**src/rtl/led_arbiter.sv**
```systemverilog
// Round-robin arbiter that hands an LED bank to one of N_REQ requesters with a minimum dwell time.
// Define LED_ARB_PRIO0_EN to give requester 0 absolute priority in every arbitration.
module led_arbiter #(
  parameter int LED_W        = 8,
  parameter int N_REQ        = 4,
  parameter int DWELL_CYCLES = 1000
) (
  input  logic                   clk,
  input  logic                   rst,
  input  logic [N_REQ-1:0]       req,
  input  logic [N_REQ*LED_W-1:0] pattern,
  output logic [N_REQ-1:0]       grant,
  output logic [LED_W-1:0]       led,
  output logic                   busy
);

  localparam int IDX_W = (N_REQ > 1) ? $clog2(N_REQ) : 1;
  localparam logic [15:0] DWELL_LOAD = 16'(DWELL_CYCLES - 1);

  typedef enum logic [1:0] {
    S_IDLE,
    S_HOLD,
    S_SWITCH
  } state_t;

  state_t           r_state;
  state_t           w_state_next;
  logic [IDX_W-1:0] r_owner;
  logic [IDX_W-1:0] w_owner_next;
  logic [15:0]      r_count;
  logic [15:0]      w_count_next;
  logic [N_REQ-1:0] r_grant;
  logic [N_REQ-1:0] w_grant_next;
  logic [LED_W-1:0] r_led;
  logic [LED_W-1:0] w_led_next;
  logic             r_busy;
  logic             w_busy_next;

  logic [LED_W-1:0] w_slice [N_REQ];
  logic [N_REQ-1:0] w_owner_oh;
  logic [N_REQ-1:0] w_next_oh;
  logic             w_others_req;
  logic             w_win_valid;
  logic [IDX_W-1:0] w_win_idx;

  genvar gi;
  generate
    for (gi = 0; gi < N_REQ; gi++) begin : g_req
      assign w_slice[gi]    = pattern[gi*LED_W +: LED_W];
      assign w_owner_oh[gi] = (r_owner == IDX_W'(gi));
      assign w_next_oh[gi]  = (w_owner_next == IDX_W'(gi));
    end
  endgenerate

  assign w_others_req = |(req & ~w_owner_oh);

  // Scan from the farthest candidate to the nearest so the first requester after r_owner wins.
  always_comb begin
    w_win_valid = 1'b0;
    w_win_idx   = '0;
    for (int k = N_REQ; k >= 1; k--) begin
      if (req[(int'(r_owner) + k) % N_REQ]) begin
        w_win_valid = 1'b1;
        w_win_idx   = IDX_W'((int'(r_owner) + k) % N_REQ);
      end
    end
`ifdef LED_ARB_PRIO0_EN
    if (req[0]) begin
      w_win_valid = 1'b1;
      w_win_idx   = '0;
    end
`endif
  end

  // State register
  always_ff @(posedge clk) begin
    if (rst) begin
      r_state <= S_IDLE;
      r_owner <= IDX_W'(N_REQ - 1);
      r_count <= '0;
      r_grant <= '0;
      r_led   <= '0;
      r_busy  <= 1'b0;
    end else begin
      r_state <= w_state_next;
      r_owner <= w_owner_next;
      r_count <= w_count_next;
      r_grant <= w_grant_next;
      r_led   <= w_led_next;
      r_busy  <= w_busy_next;
    end
  end

  // Next-state logic; a req[0] at count==0 already counts as "another requester".
  always_comb begin
    w_state_next = r_state;
    w_owner_next = r_owner;
    w_count_next = r_count;
    case (r_state)
      S_IDLE: begin
        if (w_win_valid) begin
          w_state_next = S_HOLD;
          w_owner_next = w_win_idx;
          w_count_next = DWELL_LOAD;
        end
      end
      S_HOLD: begin
        if (!req[r_owner]) begin
          w_state_next = S_SWITCH;
          w_count_next = '0;
        end else if ((r_count == '0) && w_others_req) begin
          w_state_next = S_SWITCH;
        end else if (r_count == '0) begin
          w_count_next = DWELL_LOAD;
        end else begin
          w_count_next = r_count - 16'd1;
        end
      end
      S_SWITCH: begin
        if (w_win_valid) begin
          w_state_next = S_HOLD;
          w_owner_next = w_win_idx;
          w_count_next = DWELL_LOAD;
        end else begin
          w_state_next = S_IDLE;
        end
      end
      default: begin
        w_state_next = S_IDLE;
        w_count_next = '0;
      end
    endcase
  end

  // Outputs follow the upcoming state so they are registered alongside it.
  always_comb begin
    w_grant_next = '0;
    w_led_next   = '0;
    w_busy_next  = 1'b0;
    if (w_state_next == S_HOLD) begin
      w_grant_next = w_next_oh;
      w_led_next   = w_slice[w_owner_next];
      w_busy_next  = 1'b1;
    end
  end

  assign grant = r_grant;
  assign led   = r_led;
  assign busy  = r_busy;

endmodule
```
**config.mk**
```make
export PLATFORM = sky130hd
export DESIGN_NAME = led_arbiter
export DESIGN_NICKNAME = d
export VERILOG_FILES = /design/src/rtl/led_arbiter.sv
export SDC_FILE = /design/constraint.sdc
export NUM_CORES = 1
export LEC_CHECK = 0
export BUFFER_PORTS_ARGS = -buffer_cell sky130_fd_sc_hd__buf_4
export CORE_MARGIN = 2
export CORE_UTILIZATION = 55
export DETAILED_ROUTE_END_ITERATION = 10
export GPL_ROUTABILITY_DRIVEN = 0
export PLACE_DENSITY = 0.8
export SLEW_MARGIN = 20
export SYNTH_ARGS = -nofsm -noshare
export SYNTH_HDL_FRONTEND = slang
export SYNTH_SLANG_ARGS = --single-unit
```
**constraint.sdc**
```tcl
create_clock -name clk -period 3.65 [get_ports clk]
set_input_delay 0.5475 -clock clk [delete_from_list [all_inputs] [get_ports clk]]
set_output_delay 0.5475 -clock clk [all_outputs]
set_load 0.05 [all_outputs]
```
## After elaboration in Yosys (flattened, before gate mapping)

Index checks and enable logic that the tools add are counted.
W data, S select, Z words.

| word-level totals | value |
|---|---|
| bits in registers | 33 |
| bits of input ports | 38 |
| output and inout bits | 13 |
| word-level logic and storage cells | 87 |

| operators by class | value |
|---|---|
| add/subtract/negate cells | 5 |
| magnitude comparators | 6 |
| equality and inequality tests | 11 |
| multiplexer cells | 38 |
| bitwise logic cells | 8 |
| reductions and logical operators | 13 |

Operator list:

| operator | count |
|---|---|
| $mux W16 | 4 |
| $pmux W16 S2 | 1 |
| $mux W2 | 9 |
| $bmux W8 S2 | 1 |
| $logic_not A16 Y1 | 1 |
| $lt A3 B4 Y1 const B | 4 |
| $mux W8 | 2 |
| $sub A16 B1 Y16 const B | 1 |
| $mux W1 | 15 |
| $reduce_or A2 Y1 | 6 |
| $bmux W1 S2 | 5 |
| $eq A2 B2 Y1 const B | 5 |
| $eq A2 B1 Y1 const B | 4 |
| $logic_not A2 Y1 | 3 |
| $pmux W2 S3 | 1 |
| $add A2 B1 Y2 const B | 2 |
| $add A2 B2 Y2 const B | 2 |
| $and A1 B1 Y1 const A | 4 |
| $and A4 B4 Y4 | 1 |
| $not A4 Y4 | 1 |
| $reduce_or A4 Y1 | 1 |
| $ge A3 B3 Y1 const B | 1 |
| $lt A2 B3 Y1 const B | 1 |
| $ne A3 B3 Y1 const B | 1 |
| other kinds (5) | 5 |

## Depth between registers and ports, before layout

Gate-level depths: netlist of run 1.

| depth | value |
|---|---|
| depth after elaboration | 16 |
| mapped depth | 10 |
| mapped depth without buffers | 7 |

## Worst setup path after synthesis of run 1

No wires, ideal clock.

| timing path | value |
|---|---|
| path type | register to register |
| start point | register r_owner[1] |
| end point | register r_led[6], in the netlist led[6] |
| library setup time | 0.117 ns |
| arrival | 2.512 ns |
| required time | 3.533 ns |
| slack | 1.021 ns |
| cell stages (with the launch flop) | 11 |
| path buffers | 3 |
| period minus slack after synthesis | 2.629 ns |
| cell sequence | dfxtp_1 buf_2 clkbuf_1 inv_1 ha_1 o21ba_2 o21ai_1 o21a_1 buf_2 o211ai_1 a22o_1 |

| between the ends | value |
|---|---|
| word-level cells in the longest chain between the ends | 14 |
| elaborated cells between the ends (all ways) | 48 |
| those cells by class | 4 x add/sub; 4 x eq/ne; 32 x mux; 4 x bitwise; 4 x reduce/logical |

RTL lines:

| element | line | RTL |
|---|---|---|
| start: declaration | 28 | `logic [IDX_W-1:0] r_owner;` |
| start signal: assignment | 79 | `r_owner <= IDX_W'(N_REQ - 1);` |
| start signal: assignment | 86 | `r_owner <= w_owner_next;` |
| $add A2 B1 Y2 | 62, 64 |  |
| $bmux W1 S2 | 62 | `if (req[(int'(r_owner) + k) % N_REQ]) begin` |
| $mux W1 (implied by the code) (2 in series) | 62 |  |
| $mux W2 / $mux W1 (equally long branches) (4 in series) | 62 |  |
| $mux W2 | 101, 120 |  |
| $mux W2 | - |  |
| $not A2 Y3 (implied by the code) | 142 | `w_led_next = w_slice[w_owner_next];` |
| $bmux W8 S2 | 142 |  |
| $mux W8 (implied by the code) (2 in series) | 142 |  |
| end signal: assignment | 89 | `r_led <= w_led_next;` |
| end: declaration | 34 | `logic [LED_W-1:0] r_led;` |

Parallel ways exist; a longest one is shown, timed or not. The select of a mux whose other input is x is not followed.
A chain may end at the register's enable or synchronous reset.

## Worst setup path in the final report of run 1

| timing path | value |
|---|---|
| start point | register r_owner[0] |
| end point | register r_led[6], in the netlist led[6] |

The elaborated chain is that of the path after synthesis.

==> impl_metrics.yaml, run 1 <==
status:
  status: "completed"
synth:
  yosys-top-cells-count: "33 x dfxtp_1, 30 x o21ai_0, 21 x nand2_1, 21 x nor2b_1"
  synth.cell_area_mm2: 0.002490
  synth_edf_count: 0
  synth.most_common_cell: "dfxtp_1"
  ys_async_sr_fraction_pct: 0
  syn_inst: 316
  synth_adder_area_share_pct: 3.015
  synth_top_flop_cell: "dfxtp_1"
  syn_nets: 360
  netlist_top_cells_area: "dfxtp_1 27%, o211ai_1 6.0%, o21ai_0 6.0%"
  synth-seq-area-share_pct: 26.53
  yosys.area_share.simple_pct: 26.48
  synth-compound-area-share_pct: 34.27
  synthMuxAreaShare_pct: 3.065
  yosysTopAreaCell: "dfxtp_1"
  ys_types: 52
  yosys_warnings: 0
  synth_top_family_by_area: "compound AO/OA/AOI/OAI gates"
  yosysTopAreaCellShare_pct: 26.53
  synth-seq-cells: 33
  synth_xor_area_share_pct: 1.407
  synth.avg_cell_area_um2: 7.879
die:
  dieArea_mm2: 0.005082
  ios: 51
  core_area_mm2: 0.004354
  std_cell_rows: 24
  die_h_um: 71.29
  initial_utilization_pct: 57.18
  die_w_um: 71.29
power_and_ir_drop:
  leakagePower_nw: 1.096
  p_per_area_mw_per_mm2: 443.6
  finalPower_mw: 1.302
  vdd_drop_max_mv: 0.2517
timing:
  setup_violations: 0
  fmax_mhz: 367.7
  period_minus_slack_ps: 2719
  layout_setup_ws_ps: 930.7
  finalMaxSlewViolations: 0
  slew_headroom_pct: 45.79
  tightest_slew_ps: 813.1
  clock_skew_ps: 8.448
  period_share_pct: 74.50
  rsz0062_at_grt: "false"
  tns_ps: 0
  hold_viol: 0
worst_setup_path:
  critPathKind: "reg2reg"
  cp.arrival_ps: 2950
  startpoint_type: "flip-flop"
  cp_slowest_cell: "a21oi_1"
  path_cells: "inv_1, ha_1, mux2_2, o211ai_1, o211ai_1, a21oi_1, a22o_1"
  cpLargestDelayFamily: "compound AO/OA/AOI/OAI gates"
  critPathLaunch: "r_owner[0]"
  worstReg2RegStart: "r_owner[0]"
  cp-end-kind: "flip-flop"
  cpPeakStageDelay_ps: 670
  required_ps: 3880
  worstPathMaxFanout: 12
  critPathMostFrequentCell: "o211ai_1"
  cp_num_buf_inv: 1
job:
  maxCapViolCount: 0
detailed_routing:
  via_count: 2555
  drt_wl_total_um: 6586
  dr.pass1.iters: 4
  final_antenna_net_count: 0
  vias_per_cell: 6.324
  drc: 0
  avgRoutedWirePerCell_um: 16.30
  drt_iter0_drc: 181
clock_network:
  cts.sinks: 33
  clk_path_buf_depth: 2
  htreeDepth: 2
  hold_buffers: 0
  clk_pin_slew_worst_paths_ps: 70
  insertion_delay_ps: 290
  cts_setup_buffers: 0
  cts_root_buf: "clkbuf_8"
  cts_made_buffers: 5
  cts_resized: 0
  cts_tree: "yes"
placement:
  pre_cts_slack_ps: 960.8
  portBuffers: 50
  placed_cell_area_mm2: 0.002851
  dp_hpwl_um: 4778
min_path:
  holdCritPathClass: "reg2reg"
  hold_start: "r_count[15]"
grt:
  grt_usage_pct: 26.83
  antenna_found_initial: 0
  gr-total-overflow: 0
  grt_max_degree: 42
  grt_pass1_vias: 2323
  grt_pass1_wl_um: 11050
final_layout:
  antenna_cells: 0
  area_delta_synth_final_pct: 17.84
  design_area_mm2: 0.002934
  fin_nets: 395
  final_util_pct: 67.39
  drive_above_1_share_pct: 21.02
[flip-flops by register name, indices dropped and copies added, names as in the netlist]
register,flops
r_owner,2
grant,4
busy,1
r_count,16
r_state,2
led,8
[report_power, final]
part | switching, mW | internal [mW]
clock | 0.134 | 0.132
sequential | 0.0428 | 0.404
combinational | 0.360 | 0.228
total | 0.537 | 0.764
[stage by stage]
| stage | cells | hold slack, ps |
|---|---|---|
| CTS | 404 | 511.1 |
| detailed placement | 396 | 498.5 |
| finish | 404 | 506.2 |
| global route | 404 | 541.0 |
| global placement | 396 | 476.0 |
| floorplan | 316 | 460.9 |
[logic make-up after synthesis]
family,after synthesis
multiplexers,6
XOR/XNOR,4
adder cells (fa/ha/maj),6
AND/OR/NAND/NOR,114
flip-flops,33
AO/OA/AOI/OAI,122
buffers and inverters,31
[layer usage]
metal	track usage (%)	routed length, um
met5	0	0
met4	9.853	114
met3	4.923	287
met2	43.52	3305
met1	35.71	2879
[cell type report]
class | count | area [um^2]
inverter | 5 | 18.77
fill | 361 | 1420
sequential | 33 | 660.6
multi-input combinational | 252 | 1702
timing repair buffer | 54 | 405.4
clock buffer | 6 | 72.57
clock inverter | 2 | 10.01
tap | 52 | 65.06
[final timing paths]
| kind | endpoint | slack (ps) | depth (start not counted) |
|---|---|---|---|
| worst max-delay path | led[6] | 930 | 7 |
| worst min-delay path | r_count[15] | 510 | 2 |
| worst max register to register | led[6] | 930 | 7 |
| worst min register to register | r_count[15] | 510 | 2 |
[worst register-to-register path: cells and delay by family, from the launching register on]
kind,cells,cell delay [ps]
compound gates,4,1230
flops,1,570
mux,1,360
fa+ha+maj,1,370
buf+inv,1,120
[cell usage in the layout, fill, tap and decap left out, drive strengths merged, types with 3 or more instances in the layout]
cell type  count
a211oi        12
a21oi         18
a22o           8
and2          18
buf           54
clkbuf         6
dfxtp         33
ha             6
inv            5
mux2           3
nand2         22
nand2b         5
nand3          5
nor2          11
nor2b         21
nor3           9
nor4           4
o2111ai       16
o211ai        20
o21ai         32
o41ai          3
or3            3
or4            4
xnor2          3
Power figures use the tool's default switching activity.
==> run 2: changes to the inputs <==
Settings changed: ABC_AREA set to 1, CORE_UTILIZATION 55 to 49, PLACE_DENSITY 0.8 to 0.77.
Clock period 3.65 ns to 2.48 ns, I/O delays scaled along.
==> run 2 against run 1 <==
Net effect: sequential share of layout area up 2.5 points; register-to-register slack worse by 600 ps; area after synthesis down 13%; critical endpoint is now led[7]; largest cell class unchanged; setup slack worse by 600 ps; combinational power rose to 3.2 times the previous value; wire length down 23%; non-clock buffer count down 1; largest power group unchanged; global-route usage down 5.4 points.
==> impl_metrics.yaml, run 2 <==
detailed_routing:
  drt_wl_total_um: 5073
  via_count: 2237
  vias_per_cell: 5.119
  dr.pass1.iters: 4
  final_antenna_net_count: 0
  avgRoutedWirePerCell_um: 11.61
  drt_iter0_drc: 154
  drc: 0
synth:
  synth_edf_count: 0
  syn_inst: 334
  yosys_warnings: 0
  synth-seq-cells: 33
  yosysTopAreaCell: "dfxtp_1"
  syn_nets: 378
  ys_types: 36
  synth.cell_area_mm2: 0.002170
  netlist_top_cells_area: "dfxtp_1 30%, nand2_1 19%, nand3_1 6.7%"
  synth-seq-area-share_pct: 30.45
  synth_adder_area_share_pct: 3.460
  ys_async_sr_fraction_pct: 0
  synth_top_flop_cell: "dfxtp_1"
  yosys-top-cells-count: "112 x nand2_1, 33 x dfxtp_1, 30 x nor2_1"
  synth_xor_area_share_pct: 3.230
  synth.most_common_cell: "nand2_1"
  yosysTopAreaCellShare_pct: 30.45
  synth_top_family_by_area: "simple AND/OR/NAND/NOR gates"
  synth.avg_cell_area_um2: 6.496
  synth-compound-area-share_pct: 11.59
  synthMuxAreaShare_pct: 0
  yosys.area_share.simple_pct: 42.21
placement:
  portBuffers: 50
  dp_hpwl_um: 3845
  dpl.cell_count: 429
clock_network:
  cts_setup_buffers: 0
  clk_pin_slew_worst_paths_ps: 70
  hold_buffers: 0
  htreeDepth: 2
  insertion_delay_ps: 290
  cts_root_buf: "clkbuf_8"
  cts_made_buffers: 5
  cts_tree: "yes"
  cts_resized: 0
  clk_path_buf_depth: 2
  cts.sinks: 33
grt:
  grt_usage_pct: 21.47
  use_met1_pct: 27.36
  antenna_found_initial: 0
  grt_use_met3_pct: 6.125
  grt_max_degree: 22
  grt_pass1_wl_um: 8790
  grt_pass1_vias: 2089
  gr-total-overflow: 0
  grtUsageMet2_pct: 33.86
  top_usage_layer: "met2"
final_layout:
  area_delta_synth_final_pct: 21.57
  drive_above_1_share_pct: 23.90
  fin_nets: 428
  layout.cells.non_filler: 437
  antenna_cells: 0
  largest_register_ffs: 16
  layout_common_cells: "112 x nand2_1, 53 x buf_4, 33 x dfxtp_1"
  layout_commonest_cell: "nand2_1"
  largest_register: "r_count"
  fillers: 440
timing:
  finalMaxSlewViolations: 0
  clock_skew_ps: 6.312
  period_share_pct: 86.61
  rsz0062_at_grt: "false"
  tns_ps: 0
  tightest_slew_ps: 385.1
  fmax_mhz: 465.5
  hold_viol: 0
  setup_violations: 0
  slew_headroom_pct: 73.67
  period_minus_slack_ps: 2148
worst_setup_path:
  worst-r2r-setup-slack_ps: 330
  cp_slowest_cell: "dfxtp_1"
  path_cells: "inv_1, ha_1, inv_1, nand2_1, nand2_1, nand2_1, nand3_1, nand2_4, nand2_4, nand2_1, nand2_1, nand2_1, a21oi_1"
  cp-end-kind: "flip-flop"
  required_ps: 2700
  critPathLaunch: "r_owner[1]"
  cp.arrival_ps: 2360
  worstReg2RegStart: "r_owner[1]"
  startpoint_type: "flip-flop"
  crit_end: "led[7]"
  critPathKind: "reg2reg"
  critPathMostFrequentCell: "nand2_1"
  rr_worst_depth: 13
  worstPathMaxFanout: 21
  reg2reg_to: "led[7]"
  cpPeakStageDelay_ps: 450
die:
  initial_utilization_pct: 50.17
  die_h_um: 70.54
  std_cell_rows: 24
  dieArea_mm2: 0.004976
  core_area_mm2: 0.004324
  ios: 51
  die_w_um: 70.54
job:
  maxCapViolCount: 0
power_and_ir_drop:
  vdd_drop_max_mv: 0.5962
  leakagePower_nw: 1.319
  p_per_area_mw_per_mm2: 1149
status:
  status: "completed"
min_path:
  holdCritPathClass: "in2reg"
[run 2: cell count changes in the layout (fill, tap and decap cells not counted), sizes merged, moves of 8 or more]
| cell | delta |
|---|---|
| o21ai | -20 |
| inv | +24 |
| nand3 | +25 |
| a22o | -8 |
| nand2 | +101 |
| and2 | -18 |
| nor2b | -21 |
| o2111ai | -16 |
| o211ai | -20 |
| a211oi | -10 |
| nor2 | +22 |
[run 2: cell type report]
cell class                      instances  area, um^2  area share, %
Inverter                               30       118.9          4.507
Clock buffer                            6       72.57          2.751
Timing Repair Buffer                   53       397.9          15.09
Clock inverter                          2       10.01         0.3795
Sequential cell                        33       660.6          25.05
Tap cell                               52       65.06          2.467
Multi-Input combinational cell        261        1313          49.76
[run 2: how the worst min path moves through the flow]
stage,from,endpoint,slack (ps),cells past startpoint
after global routing,rst,r_count[6],370,2
final,rst,r_count[6],360,2
after CTS,rst,r_count[9],350,2
after global placement,r_state[1],r_state[1],460,1
after floorplan,r_state[1],r_state[1],430,1
after detailed placement,r_state[1],r_state[1],470,1
[run 2: per-stage QoR]
stage	hold slack, ps	cell area [um^2]	util (%)	worst slack [ps]	power [mW]
2_1_floorplan	425.4	2170	-	616.2	2.303
3_3_place_gp	464.3	2555	59.09	389.5	2.626
3_5_place_dp	466.1	2555	59.09	365.0	2.643
4_1_cts	350.5	2638	61.00	340.9	3.037
5_1_grt	373.6	2638	61.00	56.42	3.306
6_report	364.0	2638	61.00	332.0	3.030
[run 2: cells by family (layout without fill, tap and decap cells)]
kind of cell / Yosys count / after routing
xor+xnor: 8 / 8
flops: 33 / 33
compound gates: 43 / 43
buf+inv: 40 / 91
simple gates: 204 / 204
fa+ha+maj: 6 / 6
[run 2: layer usage]
metal	up-vias	wire length [um]
met5	-	0
met4	0	88
met3	9	356
met2	64	2168
met1	989	2460
li1	1175	-
[run 2: critical path: cells and delay by family (launching register included)]
family | cells | cell delay [ps]
AOI/OAI and AO/OA | 1 | 150
adders and majority gates | 1 | 330
buffers and inverters | 2 | 240
DFF | 1 | 450
and+or+nand+nor | 9 | 920
[run 2: power breakdown]
part | switching [mW] | leakage, nW | internal [mW] | total, mW
clock network | 0.195 | 0.0450 | 0.194 | 0.389
registers | 0.0907 | 0.272 | 0.657 | 0.748
logic | 1.27 | 1.00 | 0.621 | 1.89
==> run 3: changes to the inputs <==
Settings changed: CORE_ASPECT_RATIO set to 0.75, MAX_ROUTING_LAYER set to met4, TNS_END_PERCENT set to 30.
==> run 3 against run 2 <==
Net effect: first-iteration DRC count is 18% higher; sequential share of layout area is 0.083 points lower; clock-buffer cell count up 2; global-route usage up 3.1 points; wire length is 3.6% higher; non-clock buffer count rose by 1; via count rose by 1.6%; register-to-register slack is essentially flat; maximum frequency increased by 0.15%; combinational power about the same; setup slack gained 3.1 ps; hold slack got worse by 20 ps; critical path type unchanged; largest cell class unchanged; highest routed layer unchanged.
==> impl_metrics.yaml, run 3 (synthesis gave the netlist of run 2 again) <==
status:
  status: "completed"
clock_network:
  insertion_delay_ps: 290
  cts_resized: 0
  cts_tree: "yes"
  cts_made_buffers: 5
  hold_buffers: 0
  cts.sinks: 33
  clk_pin_slew_worst_paths_ps: 70
  htreeDepth: 2
  cts_root_buf: "clkbuf_8"
  clk_path_buf_depth: 2
  cts_setup_buffers: 0
min_path:
  min_path_cells: 2
  holdCritPathClass: "in2reg"
timing:
  period_share_pct: 86.49
  setup_violations: 0
  period_minus_slack_ps: 2145
  slew_headroom_pct: 75.60
  finalMaxSlewViolations: 0
  fmax_mhz: 466.2
  hold_viol: 0
  tightest_slew_ps: 356.8
  layout_setup_ws_ps: 335.1
  rsz0062_at_grt: "false"
  tns_ps: 0
  clock_skew_ps: 12.32
die:
  die_w_um: 80.84
  ios: 51
  core_area_mm2: 0.004154
  initial_utilization_pct: 52.23
  dieArea_mm2: 0.004981
  die_h_um: 61.63
  std_cell_rows: 20
worst_setup_path:
  required_ps: 2700
  cp.arrival_ps: 2370
  cp-end-kind: "flip-flop"
  rr_worst_depth: 13
  critPathKind: "reg2reg"
  worstPathMaxFanout: 21
  startpoint_type: "flip-flop"
placement:
  dpl.cell_count: 433
  dp_hpwl_um: 4055
  pre_cts_slack_ps: 370.8
  portBuffers: 50
detailed_routing:
  dr.pass1.iters: 5
  avgRoutedWirePerCell_um: 11.92
  vias_per_cell: 5.152
  drc: 0
  final_antenna_net_count: 0
  drt_iter0_drc: 182
  via_count: 2272
  drt_wl_total_um: 5257
power_and_ir_drop:
  leakagePower_nw: 1.318
  finalPower_mw: 3.048
  p_per_area_mw_per_mm2: 1152
  vdd_drop_max_mv: 0.7229
grt:
  top_usage_layer: "met2"
  grt_pass1_wl_um: 9080
  grt_usage_pct: 24.53
  gr-total-overflow: 0
  grt_use_met3_pct: 4.692
  grtUsageMet2_pct: 37.43
  antenna_found_initial: 0
  grt_max_degree: 22
  grt_pass1_vias: 2076
  use_met1_pct: 31.96
final_layout:
  layout.cells.non_filler: 441
  largest_register_ffs: 16
  area_delta_synth_final_pct: 21.97
  antenna_cells: 0
  multi_input_area_mm2: 0.001313
  fillers: 407
  layout_common_cells: "112 x nand2_1, 54 x buf_4, 33 x dfxtp_1"
  largest_register: "r_count"
  drive_above_1_share_pct: 23.58
  layout_commonest_cell: "nand2_1"
  fin_nets: 429
  ff_latch_area_um2: 660.6
job:
  maxCapViolCount: 0
run 3: changes by cell type in the layout (fill, tap and decap cells not counted):
cell / delta
clkbuf_1: +2
buf_4: +1
clkinv_2: -2
run 3: routing by layer:
metal  part of all wire, %  up-vias
met4                   1.6        0
met2                    44       65
met5                     0        -
met3                   6.3       10
li1                      -     1180
met1                    49     1017
run 3: critical path, stage by stage, from the launching register on:
cell and delay [ps]:
dfxtp_1 450, inv_1 130, ha_1 340, inv_1 110, nand2_1 80, nand2_1 80, nand2_1 70, nand3_1 120
nand2_4 150, nand2_4 220, nand2_1 70, nand2_1 80, nand2_1 60, a21oi_1 150
run 3: final cells by class:
| class | instances | area share [%] |
|---|---|---|
| sequential | 33 | 24.96 |
| clock buffer | 8 | 3.026 |
| timing repair buffer | 54 | 15.32 |
| multi-input combinational | 261 | 49.60 |
| tap | 55 | 2.600 |
| inverter | 30 | 4.492 |
run 3: metrics by stage:
stage | hold WS (ps) | area (um^2) | utilization (%)
2_1_floorplan | 425.4 | 2170 | -
3_3_place_gp | 453.9 | 2566 | 61.78
3_5_place_dp | 462.7 | 2566 | 61.78
4_1_cts | 335.8 | 2646 | 63.70
5_1_grt | 353.0 | 2646 | 63.70
6_report | 343.9 | 2646 | 63.70
run 3: report_power, final:
group	leakage [nW]	switching, mW	internal [mW]	total (mW)
Combinational	1.01	1.29	0.628	1.92
Clock	0.0395	0.194	0.199	0.394
Sequential	0.272	0.0812	0.657	0.738
run 3: worst paths after layout:
path	endpoint	slack, ps	startpoint
max reg2reg	led[0]	340	r_owner[1]
min reg2reg	r_state[1]	490	r_state[1]
max	led[0]	340	r_owner[1]
min	r_count[8]	340	rst
